`src/rtl/img_regs_pkg.sv`:
```
// Shared definitions for the multi-channel image-path control/status
// register slave: register indices, channel stride, AXI response codes and
// the write/read handshake state encodings.
package img_regs_pkg;

  localparam logic [3:0]  REG_CTRL      = 4'd0;
  localparam logic [3:0]  REG_I2C_CTRL  = 4'd1;
  localparam logic [3:0]  REG_I2C_DATA  = 4'd2;
  localparam logic [3:0]  REG_LVDS_STAT = 4'd3;
  localparam logic [3:0]  REG_IRQ_STAT  = 4'd4;
  localparam logic [3:0]  REG_IRQ_EN    = 4'd5;

  // Address distance between consecutive channel register banks.
  localparam logic [31:0] CH_STRIDE     = 32'h0000_0040;

  localparam logic [1:0]  RESP_OKAY     = 2'b00;
  localparam logic [1:0]  RESP_SLVERR   = 2'b10;

  // Read value for unmapped registers and nonexistent channels.
  localparam logic [31:0] RD_UNMAPPED   = 32'hFFFF_FFFF;

  typedef enum logic { W_IDLE = 1'b0, W_RESP = 1'b1 } wr_state_t;
  typedef enum logic { R_IDLE = 1'b0, R_DATA = 1'b1 } rd_state_t;

endpackage

```
`src/rtl/img_regs_sync2.sv`:
```
// Two-flop synchronizer of parametrised width for quasi-static status
// levels arriving from another clock domain.
// Ports:
//   clk  - destination clock
//   rst  - asynchronous active-high reset, clears both stages
//   din  - asynchronous input bits
//   dout - synchronized output bits (two destination clocks of latency)
module img_regs_sync2
  import img_regs_pkg::*;
#(
  parameter int WIDTH = 2
) (
  input  logic             clk,
  input  logic             rst,
  input  logic [WIDTH-1:0] din,
  output logic [WIDTH-1:0] dout
);

  (* ASYNC_REG = "TRUE" *) logic [WIDTH-1:0] sync_p0;
  (* ASYNC_REG = "TRUE" *) logic [WIDTH-1:0] sync_p1;

  always_ff @(posedge clk or posedge rst) begin
    if (rst) begin
      sync_p0 <= '0;
      sync_p1 <= '0;
    end else begin
      sync_p0 <= din;
      sync_p1 <= sync_p0;
    end
  end

  assign dout = sync_p1;

endmodule

```
`src/rtl/img_ctrl_regs_mc.sv`:
```
// AXI4-Lite control/status register slave for CH_NUM image sensor channels.
// Each channel owns a 0x40-byte bank (addr[9:6] = channel, addr[5:2] = reg):
// CTRL (im_rst/im_oe), I2C_CTRL (trigger, bit count, done), I2C_DATA,
// LVDS_STAT and, when IMG_REGS_IRQ_EN is defined, IRQ_STAT (W1C) / IRQ_EN.
// Without IMG_REGS_IRQ_EN registers 4/5 read as unmapped and irq is 0.
// Ports:
//   s_axi_*         - AXI4-Lite slave, single clock s_axi_aclk
//   rst             - asynchronous active-high reset
//   ch_im_rst/oe    - per-channel image-path reset / output enable
//   ch_i2c_*        - per-channel I2C engine trigger, bit count, data, done
//   ch_mmcm_locked,
//   ch_align_err    - per-channel LVDS status, asynchronous to the clock
//   irq             - level interrupt
module img_ctrl_regs_mc
  import img_regs_pkg::*;
#(
  parameter int TCQ    = 100,
  parameter int CH_NUM = 2
) (
  input  logic                   s_axi_aclk,
  input  logic                   rst,
  input  logic [31:0]            s_axi_awaddr,
  input  logic                   s_axi_awvalid,
  output logic                   s_axi_awready,
  input  logic [31:0]            s_axi_wdata,
  input  logic [3:0]             s_axi_wstrb,
  input  logic                   s_axi_wvalid,
  output logic                   s_axi_wready,
  output logic [1:0]             s_axi_bresp,
  output logic                   s_axi_bvalid,
  input  logic                   s_axi_bready,
  input  logic [31:0]            s_axi_araddr,
  input  logic                   s_axi_arvalid,
  output logic                   s_axi_arready,
  output logic [31:0]            s_axi_rdata,
  output logic [1:0]             s_axi_rresp,
  output logic                   s_axi_rvalid,
  input  logic                   s_axi_rready,
  output logic [CH_NUM-1:0]      ch_im_rst,
  output logic [CH_NUM-1:0]      ch_im_oe,
  output logic [CH_NUM-1:0]      ch_i2c_trg,
  output logic [4*CH_NUM-1:0]    ch_i2c_bit_num,
  output logic [11*CH_NUM-1:0]   ch_i2c_din,
  input  logic [10*CH_NUM-1:0]   ch_i2c_dout,
  input  logic [CH_NUM-1:0]      ch_i2c_done,
  input  logic [CH_NUM-1:0]      ch_mmcm_locked,
  input  logic [CH_NUM-1:0]      ch_align_err,
  output logic                   irq
);

  if (CH_NUM < 1 || CH_NUM > 8 || TCQ < 0) begin : g_param_check
    $error("img_ctrl_regs_mc: CH_NUM must be 1..8 and TCQ non-negative");
  end

  localparam logic [4:0] CH_LIM = 5'(CH_NUM);

  wr_state_t w_state;
  rd_state_t r_state;

  logic [3:0] w_ch, w_reg, r_ch, r_reg;
  logic       w_ch_ok, r_ch_ok, w_fire, r_fire;

  logic [CH_NUM-1:0]      wr_sel;
  logic [CH_NUM-1:0]      im_rst_r, im_oe_r, trg_r;
  logic [3:0]             bit_num_r [CH_NUM];
  logic [10:0]            din_r     [CH_NUM];
  logic [CH_NUM-1:0][1:0] lvds_s;   // {align_err, locked}, synchronized

  logic [31:0] rd_word;
  logic [1:0]  rd_resp;

`ifdef IMG_REGS_IRQ_EN
  logic [2:0]        irq_stat_r [CH_NUM];
  logic [2:0]        irq_en_r   [CH_NUM];
  logic [2:0]        irq_ev     [CH_NUM];
  logic [2:0]        irq_clr    [CH_NUM];
  logic [CH_NUM-1:0] done_q, lock_q, align_q;
  logic              irq_any;
`endif

  logic unused_bits;
  assign unused_bits = ^{s_axi_awaddr[31:10], s_axi_awaddr[1:0],
                         s_axi_araddr[31:10], s_axi_araddr[1:0],
                         s_axi_wdata[31:12], s_axi_wstrb[3:2]};

  assign w_ch    = s_axi_awaddr[9:6];
  assign w_reg   = s_axi_awaddr[5:2];
  assign r_ch    = s_axi_araddr[9:6];
  assign r_reg   = s_axi_araddr[5:2];
  assign w_ch_ok = ({1'b0, w_ch} < CH_LIM);
  assign r_ch_ok = ({1'b0, r_ch} < CH_LIM);

  // Address and data are only taken together; both readies stay low in reset.
  assign w_fire        = (w_state == W_IDLE) && s_axi_awvalid && s_axi_wvalid && !rst;
  assign s_axi_awready = w_fire;
  assign s_axi_wready  = w_fire;
  assign s_axi_arready = (r_state == R_IDLE) && !rst;
  assign r_fire        = s_axi_arready && s_axi_arvalid;

  always_comb begin
    wr_sel = '0;
    for (int n = 0; n < CH_NUM; n++)
      wr_sel[n] = w_fire && w_ch_ok && (w_ch == 4'(n));
  end

  // Write channel: accept edge -> response held until bready.
  always_ff @(posedge s_axi_aclk or posedge rst) begin
    if (rst) begin
      w_state      <= W_IDLE;
      s_axi_bvalid <= 1'b0;
      s_axi_bresp  <= RESP_OKAY;
    end else begin
      case (w_state)
        W_IDLE: if (w_fire) begin
          w_state      <= W_RESP;
          s_axi_bvalid <= 1'b1;
          s_axi_bresp  <= w_ch_ok ? RESP_OKAY : RESP_SLVERR;
        end
        W_RESP: if (s_axi_bready) begin
          w_state      <= W_IDLE;
          s_axi_bvalid <= 1'b0;
        end
        default: w_state <= W_IDLE;
      endcase
    end
  end

  // Register file; trg_r is a single-cycle pulse following the accept edge.
  always_ff @(posedge s_axi_aclk or posedge rst) begin
    if (rst) begin
      im_rst_r <= '1;
      im_oe_r  <= '0;
      trg_r    <= '0;
      for (int n = 0; n < CH_NUM; n++) begin
        bit_num_r[n] <= '0;
        din_r[n]     <= '0;
      end
    end else begin
      trg_r <= '0;
      for (int n = 0; n < CH_NUM; n++) begin
        if (wr_sel[n]) begin
          case (w_reg)
            REG_CTRL: if (s_axi_wstrb[0]) begin
              im_rst_r[n] <= s_axi_wdata[0];
              im_oe_r[n]  <= s_axi_wdata[3];
            end
            REG_I2C_CTRL: begin
              trg_r[n] <= s_axi_wstrb[0] & s_axi_wdata[0];
              if (s_axi_wstrb[1]) bit_num_r[n] <= s_axi_wdata[11:8];
            end
            REG_I2C_DATA: begin
              if (s_axi_wstrb[0]) din_r[n][7:0]  <= s_axi_wdata[7:0];
              if (s_axi_wstrb[1]) din_r[n][10:8] <= s_axi_wdata[10:8];
            end
            default: ;
          endcase
        end
      end
    end
  end

  for (genvar n = 0; n < CH_NUM; n++) begin : g_ch
    img_regs_sync2 #(.WIDTH(2)) u_sync (
      .clk  (s_axi_aclk),
      .rst  (rst),
      .din  ({ch_align_err[n], ch_mmcm_locked[n]}),
      .dout (lvds_s[n])
    );
    assign ch_i2c_bit_num[4*n +: 4] = bit_num_r[n];
    assign ch_i2c_din[11*n +: 11]   = din_r[n];
  end

  assign ch_im_rst  = im_rst_r;
  assign ch_im_oe   = im_oe_r;
  assign ch_i2c_trg = trg_r;

  always_comb begin
    rd_word = RD_UNMAPPED;
    rd_resp = RESP_SLVERR;
    if (r_ch_ok) begin
      rd_resp = RESP_OKAY;
      for (int n = 0; n < CH_NUM; n++) begin
        if (r_ch == 4'(n)) begin
          case (r_reg)
            REG_CTRL:      rd_word = {28'd0, im_oe_r[n], 2'b00, im_rst_r[n]};
            REG_I2C_CTRL:  rd_word = {15'd0, ch_i2c_done[n], 4'd0, bit_num_r[n], 8'd0};
            REG_I2C_DATA:  rd_word = {22'd0, ch_i2c_dout[10*n +: 10]};
            REG_LVDS_STAT: rd_word = {30'd0, lvds_s[n]};
`ifdef IMG_REGS_IRQ_EN
            REG_IRQ_STAT:  rd_word = {29'd0, irq_stat_r[n]};
            REG_IRQ_EN:    rd_word = {29'd0, irq_en_r[n]};
`endif
            default:       rd_word = RD_UNMAPPED;
          endcase
        end
      end
    end
  end

  // Read channel: data captured from pre-write state on the accept edge.
  always_ff @(posedge s_axi_aclk or posedge rst) begin
    if (rst) begin
      r_state      <= R_IDLE;
      s_axi_rvalid <= 1'b0;
      s_axi_rdata  <= '0;
      s_axi_rresp  <= RESP_OKAY;
    end else begin
      case (r_state)
        R_IDLE: if (r_fire) begin
          r_state      <= R_DATA;
          s_axi_rvalid <= 1'b1;
          s_axi_rdata  <= rd_word;
          s_axi_rresp  <= rd_resp;
        end
        R_DATA: if (s_axi_rready) begin
          r_state      <= R_IDLE;
          s_axi_rvalid <= 1'b0;
        end
        default: r_state <= R_IDLE;
      endcase
    end
  end

`ifdef IMG_REGS_IRQ_EN
  always_comb begin
    irq_any = 1'b0;
    for (int n = 0; n < CH_NUM; n++) begin
      // bit2 locked falling, bit1 align_err rising, bit0 done rising
      irq_ev[n]  = {lock_q[n] & ~lvds_s[n][0],
                    lvds_s[n][1] & ~align_q[n],
                    ch_i2c_done[n] & ~done_q[n]};
      irq_clr[n] = (wr_sel[n] && (w_reg == REG_IRQ_STAT) && s_axi_wstrb[0])
                   ? s_axi_wdata[2:0] : 3'b000;
      irq_any    = irq_any | (|(irq_stat_r[n] & irq_en_r[n]));
    end
  end

  // A new event wins over a coincident W1C clear of the same bit.
  always_ff @(posedge s_axi_aclk or posedge rst) begin
    if (rst) begin
      done_q  <= '0;
      lock_q  <= '0;
      align_q <= '0;
      irq     <= 1'b0;
      for (int n = 0; n < CH_NUM; n++) begin
        irq_stat_r[n] <= '0;
        irq_en_r[n]   <= '0;
      end
    end else begin
      done_q <= ch_i2c_done;
      irq    <= irq_any;
      for (int n = 0; n < CH_NUM; n++) begin
        lock_q[n]     <= lvds_s[n][0];
        align_q[n]    <= lvds_s[n][1];
        irq_stat_r[n] <= (irq_stat_r[n] & ~irq_clr[n]) | irq_ev[n];
        if (wr_sel[n] && (w_reg == REG_IRQ_EN) && s_axi_wstrb[0])
          irq_en_r[n] <= s_axi_wdata[2:0];
      end
    end
  end
`else
  assign irq = 1'b0;
`endif

endmodule

```
`config.mk`:
```
export PLATFORM = sky130hd
export DESIGN_NAME = img_ctrl_regs_mc
export DESIGN_NICKNAME = d
export VERILOG_FILES = /design/src/rtl/img_regs_pkg.sv /design/src/rtl/img_regs_sync2.sv /design/src/rtl/img_ctrl_regs_mc.sv
export SDC_FILE = /design/constraint.sdc
export NUM_CORES = 1
export LEC_CHECK = 0
export CORE_UTILIZATION = 37
export CTS_CLUSTER_DIAMETER = 200
export DETAILED_ROUTE_END_ITERATION = 16
export HOLD_SLACK_MARGIN = 0.05
export PLACE_DENSITY_LB_ADDON = 0.2
export SLEW_MARGIN = 20
export SYNTH_ARGS = -nofsm -noshare
export SYNTH_HDL_FRONTEND = slang
export SYNTH_SLANG_ARGS = --single-unit
```
`constraint.sdc`:
```
create_clock -name s_axi_aclk -period 2.7 [get_ports s_axi_aclk]
set_input_delay 0.405 -clock s_axi_aclk [delete_from_list [all_inputs] [get_ports s_axi_aclk]]
set_output_delay 0.405 -clock s_axi_aclk [all_outputs]
set_load 0.02 [all_outputs]
```
# Yosys cells after proc, flatten, opt, wreduce, memory -nomap -nowiden
# Index checks and enable logic that the tools add are counted.
dict set report classes {
  n_lt_le_gt_ge 2
  n_eq_ne 11
  n_mux 22
  n_bitwise 3
  reduce_logical 25
}
# operator n
set op_table {}
lappend op_table {{32-bit case mux with 4 select lines} 2}
lappend op_table {{32-bit 2-to-1 mux} 3}
lappend op_table {{3-bit AND reduction} 8}
lappend op_table {{4-bit by 1-bit == test with 1-bit output (second input constant)} 4}
lappend op_table {{4-bit logical NOT} 4}
lappend op_table {{4-bit by 2-bit == test with 1-bit output (second input constant)} 3}
lappend op_table {{1-bit 2-to-1 mux} 11}
lappend op_table {{1-bit logical AND} 8}
lappend op_table {{4-bit by 2-bit < comparator with 1-bit output (second input constant)} 2}
lappend op_table {{2-bit inequality test (second input constant)} 4}
lappend op_table {{1-bit case mux with 2 select lines} 4}
lappend op_table {{2-bit AND reduction} 4}
lappend op_table {{2-bit 2-to-1 mux} 2}
lappend op_table {{1-bit inverter} 2}
lappend op_table {{1-bit bitwise AND} 1}
lappend op_table {{1-bit logical NOT} 1}
dict set report totals {
  regBits 84
}

# Logic depth before layout (Yosys ltp)
dict set report depth {
  depth_word 7
  mapped_depth 6
  depth_no_buf 5
}

# By module
# A second synthesis with hierarchy kept.
dict set report hier_totals {
  hier_cells 245
  area_unflattened_um2 3027.9
}
# mod n_inst cells_each area_per_inst_um2
set modules_own_cells {}
lappend modules_own_cells {img_ctrl_regs_mc 1 235 2820.2}
lappend modules_own_cells {img_regs_sync2 2 5 103.8}

# Worst setup path before layout
# OpenSTA, ideal clock, no wires.
dict set report synth_path {
  path_type {input-to-reg}
  startpoint {input rst}
  endpoint {register din_r (netlist bit ch_i2c_din[0])}
  setup_ns 0.125
  arrival_ns 1.620
  required_time_ns 2.575
  setup_slack_ns 0.955
  stages 6
  n_path_buf 1
  cell_sequence {nand4bb_4 clkinv_2 nand2_2 or3_1 buf_6 mux2_4}
}
dict set report synth_via {
  elab_chain_cells 5
}
# item line_no
set synth_lines {}
lappend synth_lines {{start, declared} img_ctrl_regs_mc.sv:21} ;# input logic rst,
lappend synth_lines {{1-bit logical NOT (no source line)} --}
lappend synth_lines {{1-bit logical AND} img_ctrl_regs_mc.sv:94} ;# assign w_fire = (w_state == W_IDLE) && s_axi_awvalid && s_axi_wvalid && !rst;
lappend synth_lines {{net s_axi_awready} img_ctrl_regs_mc.sv:24} ;# output logic s_axi_awready,
lappend synth_lines {{1-bit logical AND (2 in a row)} img_ctrl_regs_mc.sv:103} ;# wr_sel[n] = w_fire && w_ch_ok && (w_ch == 4'(n));
lappend synth_lines {{3-bit AND reduction (no source line)} --}
lappend synth_lines {{end signal, assigned by index} img_ctrl_regs_mc.sv:152} ;# if (s_axi_wstrb[0]) din_r[n][7:0] <= s_axi_wdata[7:0];
lappend synth_lines {{end signal, assigned by index} img_ctrl_regs_mc.sv:153} ;# if (s_axi_wstrb[1]) din_r[n][10:8] <= s_axi_wdata[10:8];
lappend synth_lines {{end, declared} img_ctrl_regs_mc.sv:66} ;# logic [10:0] din_r [CH_NUM];
# The timed path passes the listed nets, and every way through them passes these cells.
# A chain may end at the register's enable or synchronous reset.

# Final worst setup path
dict set report layout_path {
  startpoint {input rst}
  endpoint {output s_axi_wready}
}
dict set report layout_via {
  elab_chain_cells 2
}
# item line_no
set layout_lines {}
lappend layout_lines {{1-bit logical NOT (no source line)} --}
lappend layout_lines {{1-bit logical AND} img_ctrl_regs_mc.sv:94}
lappend layout_lines {{end, declared} img_ctrl_regs_mc.sv:28} ;# output logic s_axi_wready,
# No other way between the ends.

==> impl_metrics.csv <==
group,metric,value,unit
critical_path,timing.critical_path.required,2300,ps
pwr,power.total,2.20,mW
critical_path,worst-r2r-setup-slack,810,ps
logic_synthesis,synthDistinctLibCells,36,
finish,mostFrequentLayoutCell,"sky130_fd_sc_hd__clkdlybuf4s50_1",
critical_path,kind_of_critical_path,"primary input to primary output",
cts,cts-htree-levels,3,
job,max_cap_violations,0,
die,die-area,8110,sq um
drt,drt_pass1_iterations,6,
global_routing,global_route_wire_length_before_repair,11.5,mm
pwr,power.density,502,nW/um^2
logic_synthesis,syn_area,2870,sq um
cts,cts-resized-gates,0,
timing,fin_crit_sh,83.3,%
timing,hold_ws,350,ps
cts,post-cts-setup-buffer-count,0,
pwr,static-leakage-power,1.89,nW
logic_synthesis,synth_compound_gate_area_share,8.07,%
finish,antenna-diode-count,0,
critical_path,critPathCaptureType,"primary output",
die,core.rowCount,31,
place,gpl.final_weighted_congestion,0.799,
timing,report.final.hold_viol_count,0,
die,core,7370,sq um
logic_synthesis,mapped_cells,230,
logic_synthesis,yosys_register_bits,64,
global_routing,globalRouteMet3Util,4.23,%
critical_path,critical_path.reg2reg.endpoint,"ch_i2c_din[7]",
finish,layout-drive-gt1-share,17.2,%
logic_synthesis,synth_area_per_cell,12.5,sq um
critical_path,r2r-start,"w_state",
die,die-height,90.0,um
cts,cts_made_buffers,9,
logic_synthesis,largest_family_of_logic_cells_by_synthesized_area,"multiplexers",
critical_path,worst-r2r-cell-count,5,
finish,fin_area,4390,sq um
critical_path,crit_end,"s_axi_wready",
run_status,run_status,"completed",
cts,cts.hold.buffers_added,0,
min_path,timing.hold.worst.class,"register to register",
timing,maxClockFrequency,445,MHz
critical_path,crit_fanout,6,
finish,mostFrequentLayoutCells,"sky130_fd_sc_hd__clkdlybuf4s50_1, sky130_fd_sc_hd__dfrtp_1, sky130_fd_sc_hd__mux2_2",
critical_path,crit_path_start_kind,"primary input",
timing,setup_viol_count_final,0,
logic_synthesis,synth_xor_xnor_area_share,0,%
cts,clockRootBuffer,"sky130_fd_sc_hd__clkbuf_8",
critical_path,setup.worst_path.start,"rst",
logic_synthesis,yosys.area_share.simple,11.4,%
timing,tns,0,ps
cts,clk_path_buf_depth,2,
global_routing,global_route.peak_usage_layer,"met2",
cts,cts.reportedPaths.clkPinSlew,60,ps
critical_path,critical_path_arrival,1840,ps
global_routing,grt.met1_usage,24.7,%
logic_synthesis,fraction_of_the_mapped_netlist_area_in_adder_cells,0,%
pwr,vdd.ir_drop.worst,0.282,mV
global_routing,grt_pass1_vias,2252,
finish,layout.nets,488,
global_routing,met2_routing_resource_usage_after_global_routing,26.9,%
drt,drt.antenna.violating_nets,0,
logic_synthesis,synth_async_sr_flop_share,100,%
timing,rsz0062_at_grt,"false",
timing,slew_violations,0,
die,floorplan.io_pins,211,
timing,relSlewSlack,63.0,%
drt,detail_route.iter0.violations,93,
cts,clock_sinks,64,
place,hpwl,5.45,mm
timing,max_slew.worst_pin.slew,554,ps
die,die_width,90.0,um
drt,drt-wirelength-per-cell,15.3,um
logic_synthesis,seq_area_frac_synth,55.9,%
cts,worstSkewPairLatency,330,ps
logic_synthesis,synth_top_flop_cell,"sky130_fd_sc_hd__dfrtp_1",
logic_synthesis,post_synth_edffs,0,
drt,drt_wl_total,7.01,mm
global_routing,gr-total-overflow,0,
global_routing,groute.usage.overall,18.1,%
drt,vias,2203,
timing,final.setup_skew,9.27,ps
logic_synthesis,yosys_warnings,0,
place,detailed_place.area,4210,sq um
global_routing,grt_antenna_before_repair,0,
place,buffer_ports.inserted,137,
finish,syn_to_final_growth,53.1,%
timing,timing.final.crit_period,2250,ps
drt,remaining_drc_errors,0,
logic_synthesis,synth.mux.area_fraction,17.1,%
cts,tritoncts,"done",
die,initial_standard_cell_utilization_of_the_core,38.9,%
global_routing,grt_start_max_net_pins,40,
drt,routed_via_density,4.80,
## worst max-delay path: stages
cell and delay (ps):
sky130_fd_sc_hd__clkdlybuf4s50_1 460, sky130_fd_sc_hd__nand4bb_4 270, sky130_fd_sc_hd__clkinv_2 110, sky130_fd_sc_hd__clkdlybuf4s50_1 600
## where the power goes
part           internal [mW]  leakage (nW)  switching [mW]  total [mW]
clock                  0.423        0.0941           0.341       0.764
sequential              1.01         0.804          0.0276        1.04
combinational          0.214         0.996           0.186       0.400
## synth_stat cells (3+ instances only)
cell type                  instances  area, sq um
sky130_fd_sc_hd__dfrtp_1          62         1550
sky130_fd_sc_hd__mux2_2           26          293
sky130_fd_sc_hd__buf_4            22          165
sky130_fd_sc_hd__nand2_1          16         60.1
sky130_fd_sc_hd__nor2_1           15         56.3
sky130_fd_sc_hd__o21ai_0          11         55.1
sky130_fd_sc_hd__a21oi_1           8         40.0
sky130_fd_sc_hd__mux2_4            8          120
sky130_fd_sc_hd__a221oi_1          7         61.3
sky130_fd_sc_hd__nor2b_1           6         37.5
sky130_fd_sc_hd__clkbuf_1          5         18.8
sky130_fd_sc_hd__nand3_1           4         20.0
sky130_fd_sc_hd__a22o_1            3         26.3
sky130_fd_sc_hd__inv_1             3         11.3
sky130_fd_sc_hd__mux4_2            3         67.6
sky130_fd_sc_hd__nor3_1            3         15.0
## sequential cells by signal, indices dropped and copies added (netlist names)
name and flops:
ch_i2c_din 22, s_axi_rdata 14, ch_i2c_bit_num 8, g_ch.u_sync.dout 4, g_ch.u_sync.sync_p0 4, ch_i2c_trg 2, ch_im_oe 2, ch_im_rst 2
r_state 1, s_axi_bresp 1, s_axi_bvalid 1, s_axi_rresp 1, s_axi_rvalid 1, w_state 1
## how the worst min path moves through the flow
stage	startpoint	end	depth (start not counted)
floorplan	g_ch[0].u_sync.sync_p0[0]	g_ch[0].u_sync.dout[0]	0
global placement	g_ch[1].u_sync.sync_p0[1]	g_ch[1].u_sync.dout[1]	0
detailed placement	g_ch[0].u_sync.sync_p0[1]	g_ch[0].u_sync.dout[1]	0
CTS	g_ch[0].u_sync.sync_p0[1]	g_ch[0].u_sync.dout[1]	0
global route	g_ch[0].u_sync.sync_p0[1]	g_ch[0].u_sync.dout[1]	0
finish	g_ch[0].u_sync.sync_p0[1]	g_ch[0].u_sync.dout[1]	0
## routing by layer
metal | share of wire (%) | up-vias
li1 | - | 1041
met1 | 45 | 1062
met2 | 46 | 87
met3 | 6.8 | 13
met4 | 2.3 | 0
met5 | 0 | -
## layout make-up
cell class	count	area (sq um)
clock inverters	4	45.0
inverters	4	16.3
well taps	99	124
clock buffers	12	135
multi-input cells	136	1060
flip-flops and latches	64	1600
fillers	637	2980
repair buffers	140	1410
## through the flow
step,util (%),std cells,worst slack [ps]
6_report,59.6,459,451
5_1_grt,59.6,459,396
4_1_cts,59.6,459,446
3_5_place_dp,57.1,443,257
3_3_place_gp,57.1,443,265
2_1_floorplan,-,232,700
## logic make-up (layout without fill, tap and decap cells)
group                  Yosys count  after routing
buffers and inverters           32            160
and+or+nand+nor                 60             60
muxes                           38             38
other                            1              3
AOI/OAI and AO/OA               35             35
DFF                             64             64
(Power assumes the default switching activity.)
